**src/rtl/cdb_arbiter_if.sv**
```systemverilog
// Common-data-bus arbiter signal bundle.
//
// Purpose: groups the producer push channels and the CDB broadcast outputs
// of cdb_arbiter so they travel as one port.
//
// Handshake: for each source i, a push happens at the rising edge where
// src_valid[i] and src_ready[i] are both high (and the arbiter is running and
// not flushing). src_ready[i] never depends on src_valid[i]. A producer that
// raises src_valid[i] while src_ready[i] is low loses the entry and sets the
// sticky overflow_err flag.
//
// Signals:
//   src_valid    [NUM_SRC]     push request per source
//   src_tag      [4*NUM_SRC]   ROB tag, source i in bits [4i+3:4i]
//   src_val      [32*NUM_SRC]  result value
//   src_addr     [32*NUM_SRC]  result / branch target address
//   src_ready    [NUM_SRC]     FIFO i can accept an entry this cycle
//   cdb_active                 broadcast valid
//   cdb_tag/val/addr           broadcast payload
//   overflow_err               sticky: a push arrived while not ready
//
// Modports: master = producers / consumers side, slave = the arbiter.
interface cdb_arbiter_if #(
  parameter int NUM_SRC = 3
);
  logic [NUM_SRC-1:0]    src_valid;
  logic [4*NUM_SRC-1:0]  src_tag;
  logic [32*NUM_SRC-1:0] src_val;
  logic [32*NUM_SRC-1:0] src_addr;
  logic [NUM_SRC-1:0]    src_ready;
  logic                  cdb_active;
  logic [3:0]            cdb_tag;
  logic [31:0]           cdb_val;
  logic [31:0]           cdb_addr;
  logic                  overflow_err;

  modport master (
    output src_valid, src_tag, src_val, src_addr,
    input  src_ready, cdb_active, cdb_tag, cdb_val, cdb_addr, overflow_err
  );

  modport slave (
    input  src_valid, src_tag, src_val, src_addr,
    output src_ready, cdb_active, cdb_tag, cdb_val, cdb_addr, overflow_err
  );
endinterface

```
**src/rtl/cdb_arbiter.sv**
```systemverilog
// Common data bus arbiter.
//
// Purpose: each result producer pushes {tag, val, addr} into its own small
// FIFO; every cycle one non-empty FIFO head is chosen round-robin and driven
// onto the registered CDB outputs for one cycle.
//
// Ports:
//   clk_in    clock, rising edge
//   rst_in    asynchronous active-low reset
//   rdy_in    global run enable; low freezes all state and outputs
//   flush_in  synchronous mispredict flush (empties all FIFOs)
//   bus       cdb_arbiter_if.slave: producer push channels, src_ready,
//             CDB broadcast outputs and sticky overflow_err
module cdb_arbiter #(
  parameter int         NUM_SRC  = 3,
  parameter int         DEPTH    = 2,
  parameter logic [3:0] NONE_TAG = 4'b0000
) (
  input logic          clk_in,
  input logic          rst_in,
  input logic          rdy_in,
  input logic          flush_in,
  cdb_arbiter_if.slave bus
);

  localparam int PW = (NUM_SRC > 1) ? $clog2(NUM_SRC) : 1;
  localparam int AW = (DEPTH > 1) ? $clog2(DEPTH) : 1;
  localparam int CW = $clog2(DEPTH) + 1;

  typedef struct packed {
    logic [3:0]  tag;
    logic [31:0] val;
    logic [31:0] addr;
  } entry_t;

  entry_t          mem_q   [NUM_SRC][DEPTH];
  logic [AW-1:0]   head_q  [NUM_SRC];
  logic [AW-1:0]   tail_q  [NUM_SRC];
  logic [CW-1:0]   count_q [NUM_SRC];
  logic [PW-1:0]   rr_ptr_q;
  logic            cdb_active_q;
  logic [3:0]      cdb_tag_q;
  logic [31:0]     cdb_val_q;
  logic [31:0]     cdb_addr_q;
  logic            overflow_q;

  logic [NUM_SRC-1:0] ready;
  logic [NUM_SRC-1:0] push_en;
  logic [NUM_SRC-1:0] pop_en;
  logic               ovf_evt;
  logic               grant_vld;
  logic [PW-1:0]      grant_idx;
  logic [PW-1:0]      scan_idx;
  logic [PW-1:0]      rr_next;
  entry_t             head_entry;

  // (base + off) mod NUM_SRC for off in 0..NUM_SRC-1.
  function automatic logic [PW-1:0] wrap_add(input logic [PW-1:0] base, input int off);
    int s;
    s = int'(base) + off;
    if (s >= NUM_SRC) s = s - NUM_SRC;
    return PW'(s);
  endfunction

  // Ready looks at the stored count only; a same-cycle pop does not free a slot.
  always_comb begin
    for (int i = 0; i < NUM_SRC; i++) begin
      ready[i] = (count_q[i] < CW'(DEPTH));
    end
  end

  // Round-robin scan over FIFO heads. Scanning from the farthest offset back
  // to rr_ptr lets the nearest non-empty source win.
  always_comb begin
    grant_vld = 1'b0;
    grant_idx = '0;
    scan_idx  = '0;
    for (int k = NUM_SRC - 1; k >= 0; k--) begin
      scan_idx = wrap_add(rr_ptr_q, k);
      if (count_q[scan_idx] != '0) begin
        grant_vld = 1'b1;
        grant_idx = scan_idx;
      end
    end
    rr_next    = wrap_add(grant_idx, 1);
    head_entry = mem_q[grant_idx][head_q[grant_idx]];
  end

  // Pushes carrying NONE_TAG are silently ignored, both as writes and as
  // overflow events. A flush discards same-cycle pushes without an error.
  always_comb begin
    push_en = '0;
    pop_en  = '0;
    ovf_evt = 1'b0;
    for (int i = 0; i < NUM_SRC; i++) begin
      if (rdy_in && !flush_in && bus.src_valid[i] && (bus.src_tag[4*i +: 4] != NONE_TAG)) begin
        if (ready[i]) push_en[i] = 1'b1;
        else          ovf_evt    = 1'b1;
      end
      if (rdy_in && !flush_in && grant_vld && (grant_idx == PW'(i))) begin
        pop_en[i] = 1'b1;
      end
    end
  end

  // Entry storage needs no reset: count/pointers define what is valid.
  always_ff @(posedge clk_in) begin
    for (int i = 0; i < NUM_SRC; i++) begin
      if (push_en[i]) begin
        mem_q[i][tail_q[i]] <= '{tag:  bus.src_tag[4*i +: 4],
                                 val:  bus.src_val[32*i +: 32],
                                 addr: bus.src_addr[32*i +: 32]};
      end
    end
  end

  always_ff @(posedge clk_in or negedge rst_in) begin
    if (!rst_in) begin
      for (int i = 0; i < NUM_SRC; i++) begin
        head_q[i]  <= '0;
        tail_q[i]  <= '0;
        count_q[i] <= '0;
      end
      rr_ptr_q     <= '0;
      cdb_active_q <= 1'b0;
      cdb_tag_q    <= NONE_TAG;
      cdb_val_q    <= '0;
      cdb_addr_q   <= '0;
      overflow_q   <= 1'b0;
    end else if (rdy_in) begin
      if (flush_in) begin
        for (int i = 0; i < NUM_SRC; i++) begin
          head_q[i]  <= '0;
          tail_q[i]  <= '0;
          count_q[i] <= '0;
        end
        rr_ptr_q     <= '0;
        cdb_active_q <= 1'b0;
        cdb_tag_q    <= NONE_TAG;
      end else begin
        for (int i = 0; i < NUM_SRC; i++) begin
          head_q[i]  <= head_q[i] + AW'(pop_en[i]);
          tail_q[i]  <= tail_q[i] + AW'(push_en[i]);
          count_q[i] <= count_q[i] + CW'(push_en[i]) - CW'(pop_en[i]);
        end
        if (grant_vld) begin
          cdb_active_q <= 1'b1;
          cdb_tag_q    <= head_entry.tag;
          cdb_val_q    <= head_entry.val;
          cdb_addr_q   <= head_entry.addr;
          rr_ptr_q     <= rr_next;
        end else begin
          // val/addr keep the last broadcast payload.
          cdb_active_q <= 1'b0;
          cdb_tag_q    <= NONE_TAG;
        end
        if (ovf_evt) overflow_q <= 1'b1;
      end
    end
  end

  assign bus.src_ready    = ready;
  assign bus.cdb_active   = cdb_active_q;
  assign bus.cdb_tag      = cdb_tag_q;
  assign bus.cdb_val      = cdb_val_q;
  assign bus.cdb_addr     = cdb_addr_q;
  assign bus.overflow_err = overflow_q;

endmodule

```
**src/flat_wrapper.sv**
```systemverilog
// flat-port wrapper written by rule: the top's interface ports become plain ports
module cdb_arbiter_flat 
#(
  parameter int         NUM_SRC  = 3,
  parameter int         DEPTH    = 2,
  parameter logic [3:0] NONE_TAG = 4'b0000
)
  (clk_in, rst_in, rdy_in, flush_in, bus_src_valid, bus_src_tag, bus_src_val, bus_src_addr, bus_src_ready, bus_cdb_active, bus_cdb_tag, bus_cdb_val, bus_cdb_addr, bus_overflow_err);
  cdb_arbiter_if #(.NUM_SRC(NUM_SRC)) bus_i ();
  input logic clk_in;
  input logic rst_in;
  input logic rdy_in;
  input logic flush_in;
  input wire logic [$bits(bus_i.src_valid)-1:0] bus_src_valid;
  input wire logic [$bits(bus_i.src_tag)-1:0] bus_src_tag;
  input wire logic [$bits(bus_i.src_val)-1:0] bus_src_val;
  input wire logic [$bits(bus_i.src_addr)-1:0] bus_src_addr;
  output wire logic [$bits(bus_i.src_ready)-1:0] bus_src_ready;
  output wire logic [$bits(bus_i.cdb_active)-1:0] bus_cdb_active;
  output wire logic [$bits(bus_i.cdb_tag)-1:0] bus_cdb_tag;
  output wire logic [$bits(bus_i.cdb_val)-1:0] bus_cdb_val;
  output wire logic [$bits(bus_i.cdb_addr)-1:0] bus_cdb_addr;
  output wire logic [$bits(bus_i.overflow_err)-1:0] bus_overflow_err;
  assign bus_i.src_valid = bus_src_valid;
  assign bus_i.src_tag = bus_src_tag;
  assign bus_i.src_val = bus_src_val;
  assign bus_i.src_addr = bus_src_addr;
  assign bus_src_ready = bus_i.src_ready;
  assign bus_cdb_active = bus_i.cdb_active;
  assign bus_cdb_tag = bus_i.cdb_tag;
  assign bus_cdb_val = bus_i.cdb_val;
  assign bus_cdb_addr = bus_i.cdb_addr;
  assign bus_overflow_err = bus_i.overflow_err;
  cdb_arbiter #(.NUM_SRC(NUM_SRC), .DEPTH(DEPTH), .NONE_TAG(NONE_TAG)) u_core (.clk_in(clk_in), .rst_in(rst_in), .rdy_in(rdy_in), .flush_in(flush_in), .bus(bus_i));
endmodule
```
**config.mk**
```make
export PLATFORM = sky130hd
export DESIGN_NAME = cdb_arbiter_flat
export DESIGN_NICKNAME = d
export VERILOG_FILES = /design/src/rtl/cdb_arbiter_if.sv /design/src/rtl/cdb_arbiter.sv /design/src/flat_wrapper.sv
export SDC_FILE = /design/constraint.sdc
export NUM_CORES = 1
export LEC_CHECK = 0
export ABC_AREA = 1
export CAP_MARGIN = 30
export CORE_MARGIN = 2
export CORE_UTILIZATION = 30
export DETAILED_ROUTE_END_ITERATION = 12
export DONT_BUFFER_PORTS = 1
export SLEW_MARGIN = 5
export SYNTH_ARGS = -nofsm -noshare
export SYNTH_HDL_FRONTEND = slang
export SYNTH_SLANG_ARGS = --single-unit
```
**constraint.sdc**
```tcl
create_clock -name clk_in -period 3.85 [get_ports clk_in]
set_input_delay 0.5775 -clock clk_in [delete_from_list [all_inputs] [get_ports clk_in]]
set_output_delay 0.5775 -clock clk_in [all_outputs]
set_load 0.1 [all_outputs]
```
# After elaboration in Yosys (flattened, before gate mapping)
# Memories as Yosys holds them, arrays and structs flattened.
# Cells that the tools add are included.
# classes
n_addsub	19
order_cmp	18
eq_ne	2
n_mux	61
bitwise_logic	9
n_reduce_logical	26
# op_table
op	n
136-bit 2-to-1 mux	3
68-bit 2-to-1 mux	6
68-bit demux with 1-bit select	3
2-bit 2-to-1 mux	15
1-bit 2-to-1 mux	25
1-bit logical AND	14
2-bit binary-select mux with 2-bit select	3
3-bit >= comparator (second input constant)	4
2-bit NOT with 3-bit output	4
4-bit nonzero test	3
2-bit >= comparator (second input constant)	5
3-bit by 2-bit >= comparator with 1-bit output (second input constant)	3
4-bit 2-to-1 mux	2
1-bit NOT with 2-bit output	4
2-bit nonzero test	4
1-bit adder	6
2-bit by 1-bit adder with 2-bit output	3
2-bit by 1-bit adder with 3-bit output (second input constant)	2
2-bit by 1-bit < comparator with 1-bit output (second input constant)	3
2-bit < comparator (second input constant)	3
3-bit 2-to-1 mux	2
6-bit 2-to-1 mux	1
3-bit AND reduction	2
2-bit by 1-bit subtractor with 2-bit output	3
other kinds (10)	12
# totals
regBits	84
ram_bits	408
inputBits	211
out_inout_bits	73
elab_cells	151
mem_count	1
# mem_list
name	depth	word_bits	read_ports	rd_ports_with_merged_regs	write_ports	line	source
u_core.mem_q	3	136	1	0	3	cdb_arbiter.sv:36	entry_t mem_q [NUM_SRC][DEPTH];

# Depth between registers and ports, before layout
# Gate-level depths: netlist (run 1).
# depth
depth_word	21
ltp_mapped	21

# Worst setup path before layout (run 1)
# No wires, ideal clock.
# synth_timing
path_kind	input -> register
from	in rdy_in
to	mem u_core.mem_q[1][100] in the netlist's numbering, enable pin
setup_ns	0.434
arrival_time_ns	3.167
slack_ns	0.249
stages	7
cell_sequence	buf_2 -> inv_1 -> nor2_1 -> clkbuf_1 -> nand3_1 -> nor2_1 -> ha_1
# synth_lines
element	line	source
from (decl)	flat_wrapper.sv:12	input logic rdy_in;
to (decl)	cdb_arbiter.sv:36	

# Worst setup path in the final report (run 1)
# layout_timing
from	reg u_core.rr_ptr_q[1]
to	reg u_core.cdb_addr_q[24], in the netlist u_core.bus.cdb_addr[24]
# layout_between
elab_chain_cells	19
word_cells_on_any_way	42
cone_classes	add/sub: 5; order compare: 3; mux: 24; bitwise: 5; reduce/logical: 4; memory: 1
# layout_rtl
element	line	source
from (decl)	cdb_arbiter.sv:40	logic [PW-1:0] rr_ptr_q;
from (signal assigned)	cdb_arbiter.sv:151	rr_ptr_q <= rr_next;
2-bit by 2-bit adder with 3-bit output	cdb_arbiter.sv:60	s = int'(base) + off;
3-bit by 2-bit >= comparator with 1-bit output / 2-bit by 1-bit subtractor with 2-bit output (equally long branches)	cdb_arbiter.sv:61	if (s >= NUM_SRC) s = s - NUM_SRC;
2-bit 2-to-1 mux	cdb_arbiter.sv:61	
2-bit NOT with 3-bit output (not written as such)	cdb_arbiter.sv:80	if (count_q[scan_idx] != '0) begin
2-bit binary-select mux with 2-bit select	cdb_arbiter.sv:80	
2-bit 2-to-1 mux (not written as such) (2 in a row)	cdb_arbiter.sv:80	
2-bit nonzero test	cdb_arbiter.sv:80	
2-bit 2-to-1 mux (3 in a row)	cdb_arbiter.sv:80	
2-bit NOT with 3-bit output (not written as such)	cdb_arbiter.sv:86	head_entry = mem_q[grant_idx][head_q[grant_idx]];
1-bit binary-select mux with 2-bit select	cdb_arbiter.sv:86	
1-bit 2-to-1 mux (not written as such) (2 in a row)	cdb_arbiter.sv:86	
1-bit NOT with 2-bit output (not written as such)	cdb_arbiter.sv:86	
68-bit 2-to-1 mux (not written as such) (3 in a row)	cdb_arbiter.sv:86	
to (signal assigned)	cdb_arbiter.sv:150	cdb_addr_q <= head_entry.addr;
to (decl)	cdb_arbiter.sv:44	logic [31:0] cdb_addr_q;
# Parallel ways exist; a longest one is shown, timed or not. The select of a mux whose other input is x is not followed.
# A chain may end at the register's enable or synchronous reset.

==> results of run 1 <==
==> Yosys cell counts <==
| cell | instances |
|---|---|
| a21oi_1 | 2 |
| a31oi_1 | 1 |
| buf_1 | 2 |
| buf_2 | 53 |
| buf_4 | 16 |
| buf_6 | 13 |
| clkbuf_1 | 23 |
| clkbuf_2 | 1 |
| dfrtp_1 | 84 |
| edfxtp_1 | 408 |
| ha_1 | 16 |
| inv_1 | 30 |
| inv_2 | 3 |
| nand2_1 | 581 |
| nand2_2 | 3 |
| nand3_1 | 351 |
| nand3_2 | 4 |
| nand3_4 | 1 |
| nand3b_1 | 1 |
| nor2_1 | 16 |
| nor2_2 | 2 |
| nor2_4 | 1 |
| o211ai_1 | 1 |
| o21ai_0 | 10 |
| o21ai_1 | 2 |
| o22ai_1 | 6 |
| o31ai_1 | 3 |
| o41a_1 | 1 |
| or2_0 | 80 |
| or2_1 | 56 |
| or4_1 | 2 |
| xnor2_1 | 3 |
| xor2_1 | 3 |
==> through the flow <==
stage | area (µm²) | util [%]
CTS | 23500 | 34.9
finish | 23600 | 35.0
global route | 23600 | 35.0
global placement | 21500 | 32.0
floorplan | 20500 | -
detailed placement | 21600 | 32.1
==> flip-flops by register name (all words and copies together), names as in the netlist <==
signal	flops
u_core.mem_q	408
u_core.bus.cdb_addr	32
u_core.bus.cdb_val	32
u_core.count_q	6
u_core.bus.cdb_tag	4
u_core.head_q	3
u_core.tail_q	3
u_core.rr_ptr_q	2
u_core.bus.cdb_active	1
u_core.bus.overflow_err	1
==> metal layers <==
metal | up-vias | track usage, % | share of wire [%]
met2 | 382 | 27.4 | 49
met1 | 6273 | 18.3 | 40
met5 | - | 0 | 0.11
met3 | 114 | 5.72 | 8.9
li1 | 6084 | - | -
met4 | 8 | 5.36 | 2.9
==> final timing paths <==
path                                      endpoint  cells after the start  slack (ps)          startpoint
min in group asynchronous    u_core.bus.cdb_active                      2         700              rst_in
min reg2reg                       u_core.head_q[2]                      2         570    u_core.head_q[2]
max                        u_core.bus.cdb_addr[24]                     15         660  u_core.rr_ptr_q[1]
min                             u_core.mem_q[0][9]                      0          60     bus_src_addr[9]
max in group asynchronous  u_core.bus.cdb_addr[17]                      2        2760              rst_in
max reg2reg                u_core.bus.cdb_addr[24]                     15         660  u_core.rr_ptr_q[1]
==> worst max-delay path, cell delays in order, from the launching register on <==
cell and delay (ps):
dfrtp_1 380, inv_1 70, ha_1 250, nor2_1 180
nand3_1 100, nand3_2 160, inv_2 100, nand2_8 350
buf_4 620, nand3_1 140, nand3_1 160, nand2_4 80
buf_12 190, nand2_1 90, nand3_1 120, nand2_1 90
==> cell families after synthesis <==
group	after synthesis	synth area share, %
buffers and inverters	141	3.68
adder cells (fa/ha/maj)	16	0.977
flip-flops	492	70.1
AND/OR/NAND/NOR	1098	24.3
XOR/XNOR	6	0.257
AO/OA/AOI/OAI	26	0.757
==> area by class of cell <==
| class | count | area (µm²) |
|---|---|---|
| timing repair buffer | 39 | 584 |
| tap | 873 | 1090 |
| clock buffer | 77 | 1520 |
| sequential | 492 | 14400 |
| inverter | 33 | 124 |
| clock inverter | 27 | 369 |
| multi-input combinational | 1146 | 5520 |
| antenna | 6 | 15.0 |
| fill | 6531 | 43800 |
==> repair_timing <==
action	CTS	global route
endpoints found under the hold margin	84	0
endpoints found under the setup margin	0	0
hold buffers	2	0
==> flow_metrics.py, run 1 <==
metrics = {
    "outcome": {
        "status": "finished, final reports clean",
    },
    "job": {
        "max_cap_violations": 0,
    },
    "setup_path": {
        "end_kind": "register",
        "worst-setup-path-type": "register to register",
        "cp.required_ps": 4380,
        "crit_path_max_fanout": 56,
        "start_kind": "register",
        "arrival_ps": 3720,
    },
    "floorplan": {
        "start_util_pct": 30.4,
        "dieArea_um2": 70400,
        "die_w_um": 265,
        "io_pins": 284,
        "num_rows": 95,
        "coreArea_um2": 67400,
        "die_y_um": 265,
    },
    "sta": {
        "period_needed_ps": 3190,
        "rsz0062_at_grt": "no",
        "drv_slew": 0,
        "skew_ps": 22.0,
        "fin_crit_sh_pct": 83.0,
        "finalHoldViolCount": 0,
        "worst_slew_pin_slew_ps": 1040,
        "fin_ws_ps": 655,
        "clock.fmax_mhz": 313,
        "max_slew_margin_pct": 30.5,
        "finalSetupTns_ps": 0,
        "finalSetupViolations": 0,
        "holdWs_ps": 61.5,
    },
    "synth": {
        "synth_top_cell_area_share_pct": 59.8,
        "syn_area_per_cell_um2": 11.5,
        "ys_types": 33,
        "yosysSeqAreaShare_pct": 70.1,
        "synth_largest_area_cell": "edfxtp_1",
        "ys_seq_elements": 492,
        "synth_nets": 2006,
        "syn_inst": 1779,
        "synthTopCellsByArea": "edfxtp_1 60%, nand2_1 11%, dfrtp_1 10%, nand3_1 8.6%, or2_0 2.4%",
        "syn_area_um2": 20500,
        "yosys_warnings": 0,
    },
    "worst_hold_path": {
        "hp-class": "input pin to register",
    },
    "placement": {
        "gp_congestion": 0.835,
        "port_buffers": 0,
        "post-place-ws_ps": 676,
        "dp.cells": 2579,
        "dp_hpwl_um": 34400,
    },
    "global_routing": {
        "antenna_found_initial": 6,
        "grt_use_total_pct": 15.9,
        "grt_pass1_wl_um": 83300,
        "grt_overflow": 0,
        "grt_max_degree": 159,
        "first_global_vias": 13000,
    },
    "detailed_routing": {
        "routed_wl_um": 57100,
        "vias": 12900,
        "drt_iter0_markers": 1016,
        "wl_per_cell_um": 21.2,
        "via_per_inst": 4.78,
        "drt_pass1_iterations": 5,
        "ant_nets": 0,
        "drc": 0,
    },
    "clock_tree": {
        "clockRootBuffer": "clkbuf_16",
        "path_clk_slew_ps": 60,
        "cts_made_buffers": 55,
        "insertion_delay_ps": 610,
        "post-cts-setup-buffers": 0,
        "clock-sinks": 492,
        "clockBufferDepth": 3,
        "cts_max_level": 2,
        "cts_tree": "yes",
        "ctsResizeCount": 0,
    },
    "cells_and_area": {
        "syn_to_final_growth_pct": 15.1,
        "drive_gt1_share_pct": 7.83,
        "most-common-layout-cells": "578 x nand2_1, 408 x edfxtp_1, 351 x nand3_1",
        "fin_nets": 1994,
        "layout.cells.non_filler": 2693,
        "layout_commonest_cell": "nand2_1",
    },
}
Power of run 1 is not shown: default switching activity piles up to over one toggle a cycle in this logic, so the estimate is an artifact.
==> run 2: changes to the inputs <==
- ABC_AREA: 1 -> 0
- clock period: 3.85 -> 2.6 ns (I/O delays scaled with it)
==> run 2 against run 1 <==
  * The flow now finishes with violations (negative hold slack, negative setup slack)
  * Register-to-register slack worse by 780 ps
  * Wire length is 9.1% higher
  * Worst setup slack worse by 780 ps
  * Die area is 4.7% lower
  * Final area is 9.9% higher
  * Final cell count is 7.2% lower
  * Sequential share of layout area is 5.5 points lower
  * Area after synthesis is 4.8% lower
==> flow_metrics.py, run 2 <==
metrics = {
    "outcome": {
        "status": "finished, violations left",
        "violations": "negative hold slack, negative setup slack",
    },
    "pwr": {
        "sequentialPowerShare_pct": 38.1,
        "p_int_mw": 19.3,
        "peakVddDrop_mv": 1.39,
        "switching_share_pct": 44.4,
        "power_switching_mw": 15.4,
        "fin_total_pwr_mw": 34.7,
        "p_leak_nw": 9.33,
        "clkPwrFrac_pct": 23.4,
        "p_per_area_nw_per_um2": 1340,
        "p_comb_share_pct": 38.5,
    },
    "cells_and_area": {
        "layout_commonest_cell": "edfxtp_1",
        "syn_to_final_growth_pct": 32.9,
        "largest_reg_flops": 408,
        "design_area_um2": 25900,
        "fin_nets": 1825,
        "drive_gt1_share_pct": 14.9,
        "most-common-layout-cells": "408 x edfxtp_1, 213 x dlygate4sd3_1, 144 x nand2_1",
    },
    "clock_tree": {
        "cts_tree": "yes",
        "cts_made_buffers": 53,
        "cts_max_level": 2,
        "insertion_delay_ps": 610,
        "path_clk_slew_ps": 60,
        "clock-sinks": 492,
        "cts_hold_buffers": 214,
        "clockRootBuffer": "clkbuf_16",
        "clockBufferDepth": 3,
    },
    "floorplan": {
        "io_pins": 284,
        "die_w_um": 259,
        "start_util_pct": 30.3,
        "dieArea_um2": 67100,
        "num_rows": 93,
        "die_y_um": 259,
        "coreArea_um2": 64300,
    },
    "global_routing": {
        "grt_overflow": 0,
        "grt_pass1_wl_um": 89900,
        "first_global_vias": 14100,
        "grt_max_degree": 85,
        "grt_use_total_pct": 17.9,
        "antenna_found_initial": 2,
    },
    "placement": {
        "placed_area_um2": 21300,
        "dp_hpwl_um": 34500,
        "gp_congestion": 0.788,
        "port_buffers": 0,
    },
    "synth": {
        "synth-main-ff-cell": "edfxtp_1",
        "ys_seq_elements": 492,
        "yosysSeqAreaShare_pct": 73.6,
        "synth_largest_area_cell": "edfxtp_1",
        "synth.most_common_cell": "edfxtp_1",
        "syn_area_per_cell_um2": 14.6,
        "synth_nets": 1561,
        "syn_area_um2": 19500,
        "ys_types": 50,
        "synthTopCellsByArea": "edfxtp_1 63%, dfrtp_1 11%, a2111o_1 3.6%, a211o_1 3.2%, o2111ai_1 2.8%",
        "async_flop_share_pct": 17.1,
        "synth_top_cell_area_share_pct": 62.8,
        "synth_commonest_cells": "408 x edfxtp_1, 146 x nand2_1, 84 x dfrtp_1",
        "syn_inst": 1334,
        "yosys_warnings": 0,
        "synth-edff-count": 408,
    },
    "detailed_routing": {
        "wl_per_cell_um": 24.9,
        "ant_nets": 0,
        "drt_iter0_markers": 1297,
        "drt_pass1_iterations": 5,
        "routed_wl_um": 62300,
        "via_per_inst": 5.28,
        "drc": 0,
        "vias": 13200,
    },
    "sta": {
        "max_slew_margin_pct": 33.7,
        "holdWs_ps": -137,
        "drv_slew": 0,
        "finalSetupTns_ps": -3720,
        "finalHoldViolCount": 7,
        "finalSetupViolations": 69,
        "fin_ws_ps": -122,
        "fin_crit_sh_pct": 105,
        "skew_ps": 29.1,
        "period_needed_ps": 2720,
        "rsz0062_at_grt": "yes",
        "worst_slew_pin_slew_ps": 995,
        "clock.fmax_mhz": 367,
    },
    "setup_path": {
        "reg2reg_slack_ps": -120,
        "arrival_ps": 3180,
        "start_kind": "register",
        "slowest_stage": "dfrtp_1",
        "cp_common_cell": "buf_6",
        "end_kind": "register",
        "cpLargestDelayFamily": "buffers and inverters",
        "crit_chain": "buf_4, ha_4, buf_6, a211oi_4, buf_6, nand2_4, buf_6, a21bo_2, a31oi_4, buf_8, buf_12, a2111o_1, nand3_2",
        "crit_path_max_fanout": 8,
        "worst-setup-path-type": "register to register",
        "crit_path_max_incr_delay_ps": 400,
        "cp.required_ps": 3060,
        "crit_buf_inv": 6,
    },
    "worst_hold_path": {
        "hp-class": "input pin to register",
    },
    "job": {
        "max_cap_violations": 0,
    },
}
## run 2: cell types whose count changed after synthesis, moves of 55 or more
| cell | before | now |
|---|---|---|
| or2_1 | 56 | 1 |
| a2111o_1 | 0 | 63 |
| nor2_1 | 16 | 73 |
| a211o_1 | 0 | 71 |
| nand2_1 | 581 | 146 |
| and3_1 | 0 | 65 |
| or2_0 | 80 | 0 |
| a21oi_1 | 2 | 76 |
| nand3_1 | 351 | 70 |
| o2111ai_1 | 0 | 63 |
## run 2: repair_timing
item | CTS | global route
pin swaps | 7 | 21
setup buffers | 4 | 5
hold endpoints to repair | 510 | 9
resized for setup | 26 | 32
setup endpoints to repair | 72 | 74
cloned | 3 | 6
## run 2: path summary, 6_finish.rpt
path / end / startpoint / cells past startpoint
max: u_core.bus.cdb_addr[1] / u_core.rr_ptr_q[0] / 13
min: u_core.count_q[0] / rdy_in / 1
max reg2reg: u_core.bus.cdb_addr[1] / u_core.rr_ptr_q[0] / 13
min reg2reg: u_core.bus.cdb_val[5] / u_core.bus.cdb_val[5] / 2
max in group asynchronous: u_core.bus.cdb_addr[18] / rst_in / 2
min in group asynchronous: u_core.bus.cdb_val[11] / rst_in / 2
## run 2: layout make-up
cell class | count | area, µm²
Inverter | 18 | 75.1
Tap cell | 855 | 1070
Timing Repair Buffer | 316 | 3560
Multi-Input combinational cell | 717 | 4990
Antenna cell | 1 | 2.50
Clock buffer | 64 | 1370
Fill cell | 5785 | 38400
Clock inverter | 36 | 499
Sequential cell | 492 | 14400
## run 2: per-layer routing
metal / vias up / part of all wire, % / global-route usage (%)
met1: 6782 / 41 / 22.6
met2: 561 / 49 / 30.4
li1: 5752 / - / -
met3: 92 / 7.4 / 3.88
met4: 2 / 2.1 / 5.64
met5: - / 0.018 / 0
## run 2: stage by stage
step | std cells | setup slack [ps] | hold slack (ps) | util, %
finish | 2499 | -122 | -137 | 40.3
global route | 2499 | -244 | -156 | 40.3
CTS | 2487 | -88.8 | -175 | 39.8
detailed placement | 2166 | -170 | 100 | 33.1
global placement | 2166 | -135 | 106 | 33.1
floorplan | 1334 | -618 | 94.4 | -
## run 2: logic make-up (layout without fill, tap and decap cells)
group	Yosys count	count (layout)	share of synthesized area [%]
buffers and inverters	125	434	2.84
AOI/OAI and AO/OA	320	320	13.4
DFF	492	492	73.6
xor gates and xnor gates	3	3	0.135
other	0	1	0
and+or+nand+nor	377	377	8.95
adders and majority gates	16	16	1.03
muxes	1	1	0.0577
## run 2: power groups by stage
stage | combinational (mW) | clock [mW] | sequential [mW]
final | 13.4 | 8.13 | 13.2
after global routing | 14.2 | 8.57 | 13.3
after CTS | 12.1 | 8.25 | 13.2
after detailed placement | 10.7 | 0 | 13.4
after global placement | 10.5 | 0 | 13.4
after floorplan | 6.46 | 0 | 13.5
(Power assumes the default switching activity.)
==> run 3: changes to the inputs <==
- CELL_PAD_IN_SITES_DETAIL_PLACEMENT: not set -> 1
- CELL_PAD_IN_SITES_GLOBAL_PLACEMENT: not set -> 2
- PLACE_DENSITY_LB_ADDON: not set -> 0.1
==> run 3 against run 2 <==
  * The run still ends with negative hold slack, negative setup slack left
  * Register-to-register slack worse by 60 ps
  * Clock-buffer cell count increased by 16
  * Clock power is 6.4% lower
  * Via count down 0.31%
  * Sequential share of layout area is 0.97 points lower
  * Sequential cell count unchanged
  * Largest cell class unchanged
==> flow_metrics.py, run 3 (same netlist as run 2, synthesis figures left out) <==
metrics = {
    "job": {
        "max_cap_violations": 0,
    },
    "global_routing": {
        "antenna_found_initial": 7,
        "grt_pass1_wl_um": 98000,
        "grt_overflow": 0,
        "first_global_vias": 14400,
        "grt_max_degree": 105,
        "grt_use_total_pct": 19.8,
    },
    "detailed_routing": {
        "drt_iter0_markers": 859,
        "vias": 13100,
        "drt_pass1_iterations": 5,
        "via_per_inst": 5.16,
        "routed_wl_um": 70000,
        "wl_per_cell_um": 27.5,
        "drc": 0,
        "ant_nets": 0,
    },
    "sta": {
        "holdWs_ps": -125,
        "period_needed_ps": 2790,
        "max_slew_margin_pct": 34.7,
        "worst_slew_pin_slew_ps": 979,
        "fin_ws_ps": -187,
        "rsz0062_at_grt": "yes",
        "drv_slew": 0,
        "finalHoldViolCount": 6,
        "finalSetupViolations": 72,
        "skew_ps": 45.0,
        "finalSetupTns_ps": -10020,
        "clock.fmax_mhz": 359,
        "fin_crit_sh_pct": 107,
    },
    "setup_path": {
        "worst-setup-path-type": "register to register",
        "arrival_ps": 3340,
        "start_kind": "register",
        "cp.required_ps": 3150,
        "crit_path_max_fanout": 11,
        "end_kind": "register",
    },
    "pwr": {
        "peakVddDrop_mv": 0.942,
        "fin_total_pwr_mw": 36.2,
        "p_leak_nw": 9.52,
        "p_per_area_nw_per_um2": 1370,
    },
    "outcome": {
        "status": "finished, violations left",
        "violations": "negative hold slack, negative setup slack",
    },
    "clock_tree": {
        "cts_tree": "yes",
        "clockRootBuffer": "clkbuf_16",
        "path_clk_slew_ps": 60,
        "clockBufferDepth": 3,
        "cts_max_level": 2,
        "insertion_delay_ps": 630,
        "cts_made_buffers": 57,
        "clock-sinks": 492,
    },
    "cells_and_area": {
        "layout.cells.non_filler": 2548,
        "fin_nets": 1872,
        "regArea_um2": 14400,
        "multi_input_area_um2": 5090,
        "most-common-layout-cells": "408 x edfxtp_1, 211 x dlygate4sd3_1, 143 x nand2_1",
        "largest_reg_flops": 408,
        "layout_commonest_cell": "edfxtp_1",
        "syn_to_final_growth_pct": 35.2,
        "drive_gt1_share_pct": 17.3,
        "nFillCells": 6467,
    },
    "floorplan": {
        "die_y_um": 259,
        "coreArea_um2": 64300,
        "io_pins": 284,
        "num_rows": 93,
        "die_w_um": 259,
        "dieArea_um2": 67100,
        "start_util_pct": 30.3,
    },
    "placement": {
        "port_buffers": 0,
        "dp.cells": 2192,
        "post-place-ws_ps": -263,
        "dp_hpwl_um": 39400,
        "gp_congestion": 0.753,
    },
    "worst_hold_path": {
        "hp-class": "input pin to register",
    },
}
run 3: layout make-up:
class | count | area share, %
antenna | 3 | 0.0285
clock buffer | 80 | 5.89
clock inverter | 24 | 0.716
inverter | 18 | 0.285
multi-input combinational | 717 | 19.3
sequential | 492 | 54.4
tap | 855 | 4.06
timing repair buffer | 359 | 15.3
run 3: where the power goes:
part | internal (mW) | total, mW | switching [mW]
registers | 9.29 | 12.7 | 3.44
logic | 6.34 | 15.8 | 9.49
clock network | 4.34 | 7.61 | 3.27
total | 20.0 | 36.2 | 16.2
run 3: repair_timing:
| item | in CTS | in global routing |
|---|---|---|
| hold buffers | 211 | 1 |
| setup endpoints to repair | 73 | 75 |
| gates resized for setup | 27 | 63 |
| pin swaps | 20 | 40 |
| endpoints found under the hold margin | 507 | 7 |
| gates cloned | 1 | 12 |
| buffers inserted | 11 | 14 |
run 3: metrics by stage:
step | utilization (%) | cell area [µm²]
final | 41.0 | 26400
after global routing | 41.0 | 26400
after CTS | 39.9 | 25700
after detailed placement | 33.5 | 21600
after global placement | 33.5 | 21600
after floorplan | - | 19700
run 3: final timing paths:
kind                                  startpoint                      end  slack (ps)  depth (start not counted)
setup / recovery              u_core.rr_ptr_q[0]  u_core.bus.cdb_addr[25]        -190                         14
hold / removal                            rdy_in        u_core.count_q[4]        -130                          1
setup reg to reg              u_core.rr_ptr_q[0]  u_core.bus.cdb_addr[25]        -190                         14
hold reg to reg            u_core.bus.cdb_val[6]    u_core.bus.cdb_val[6]         490                          2
max in group asynchronous                 rst_in   u_core.bus.cdb_addr[1]        1620                          2
min in group asynchronous                 rst_in   u_core.bus.cdb_val[19]         430                          2
run 3: worst max-delay path: stages (launching register included):
cell,delay (ps)
dfrtp_1,390
inv_2,70
ha_4,330
buf_4,140
nand2b_4,60
o22ai_4,190
nor3_4,80
buf_6,140
a211oi_4,300
a31oi_4,80
buf_6,150
buf_12,150
buf_4,180
a2111o_1,360
nand3_1,80
run 3: layer usage:
metal  share of wire (%)  up-vias  wire [µm]  track usage (%)
li1                    -     5833          -                -
met1                  45     6926      31200             25.7
met2                  49      286      34300             34.0
met3                 4.3       93       3030             3.78
met4                 1.9       10       1340             4.93
met5               0.094        -         66                0
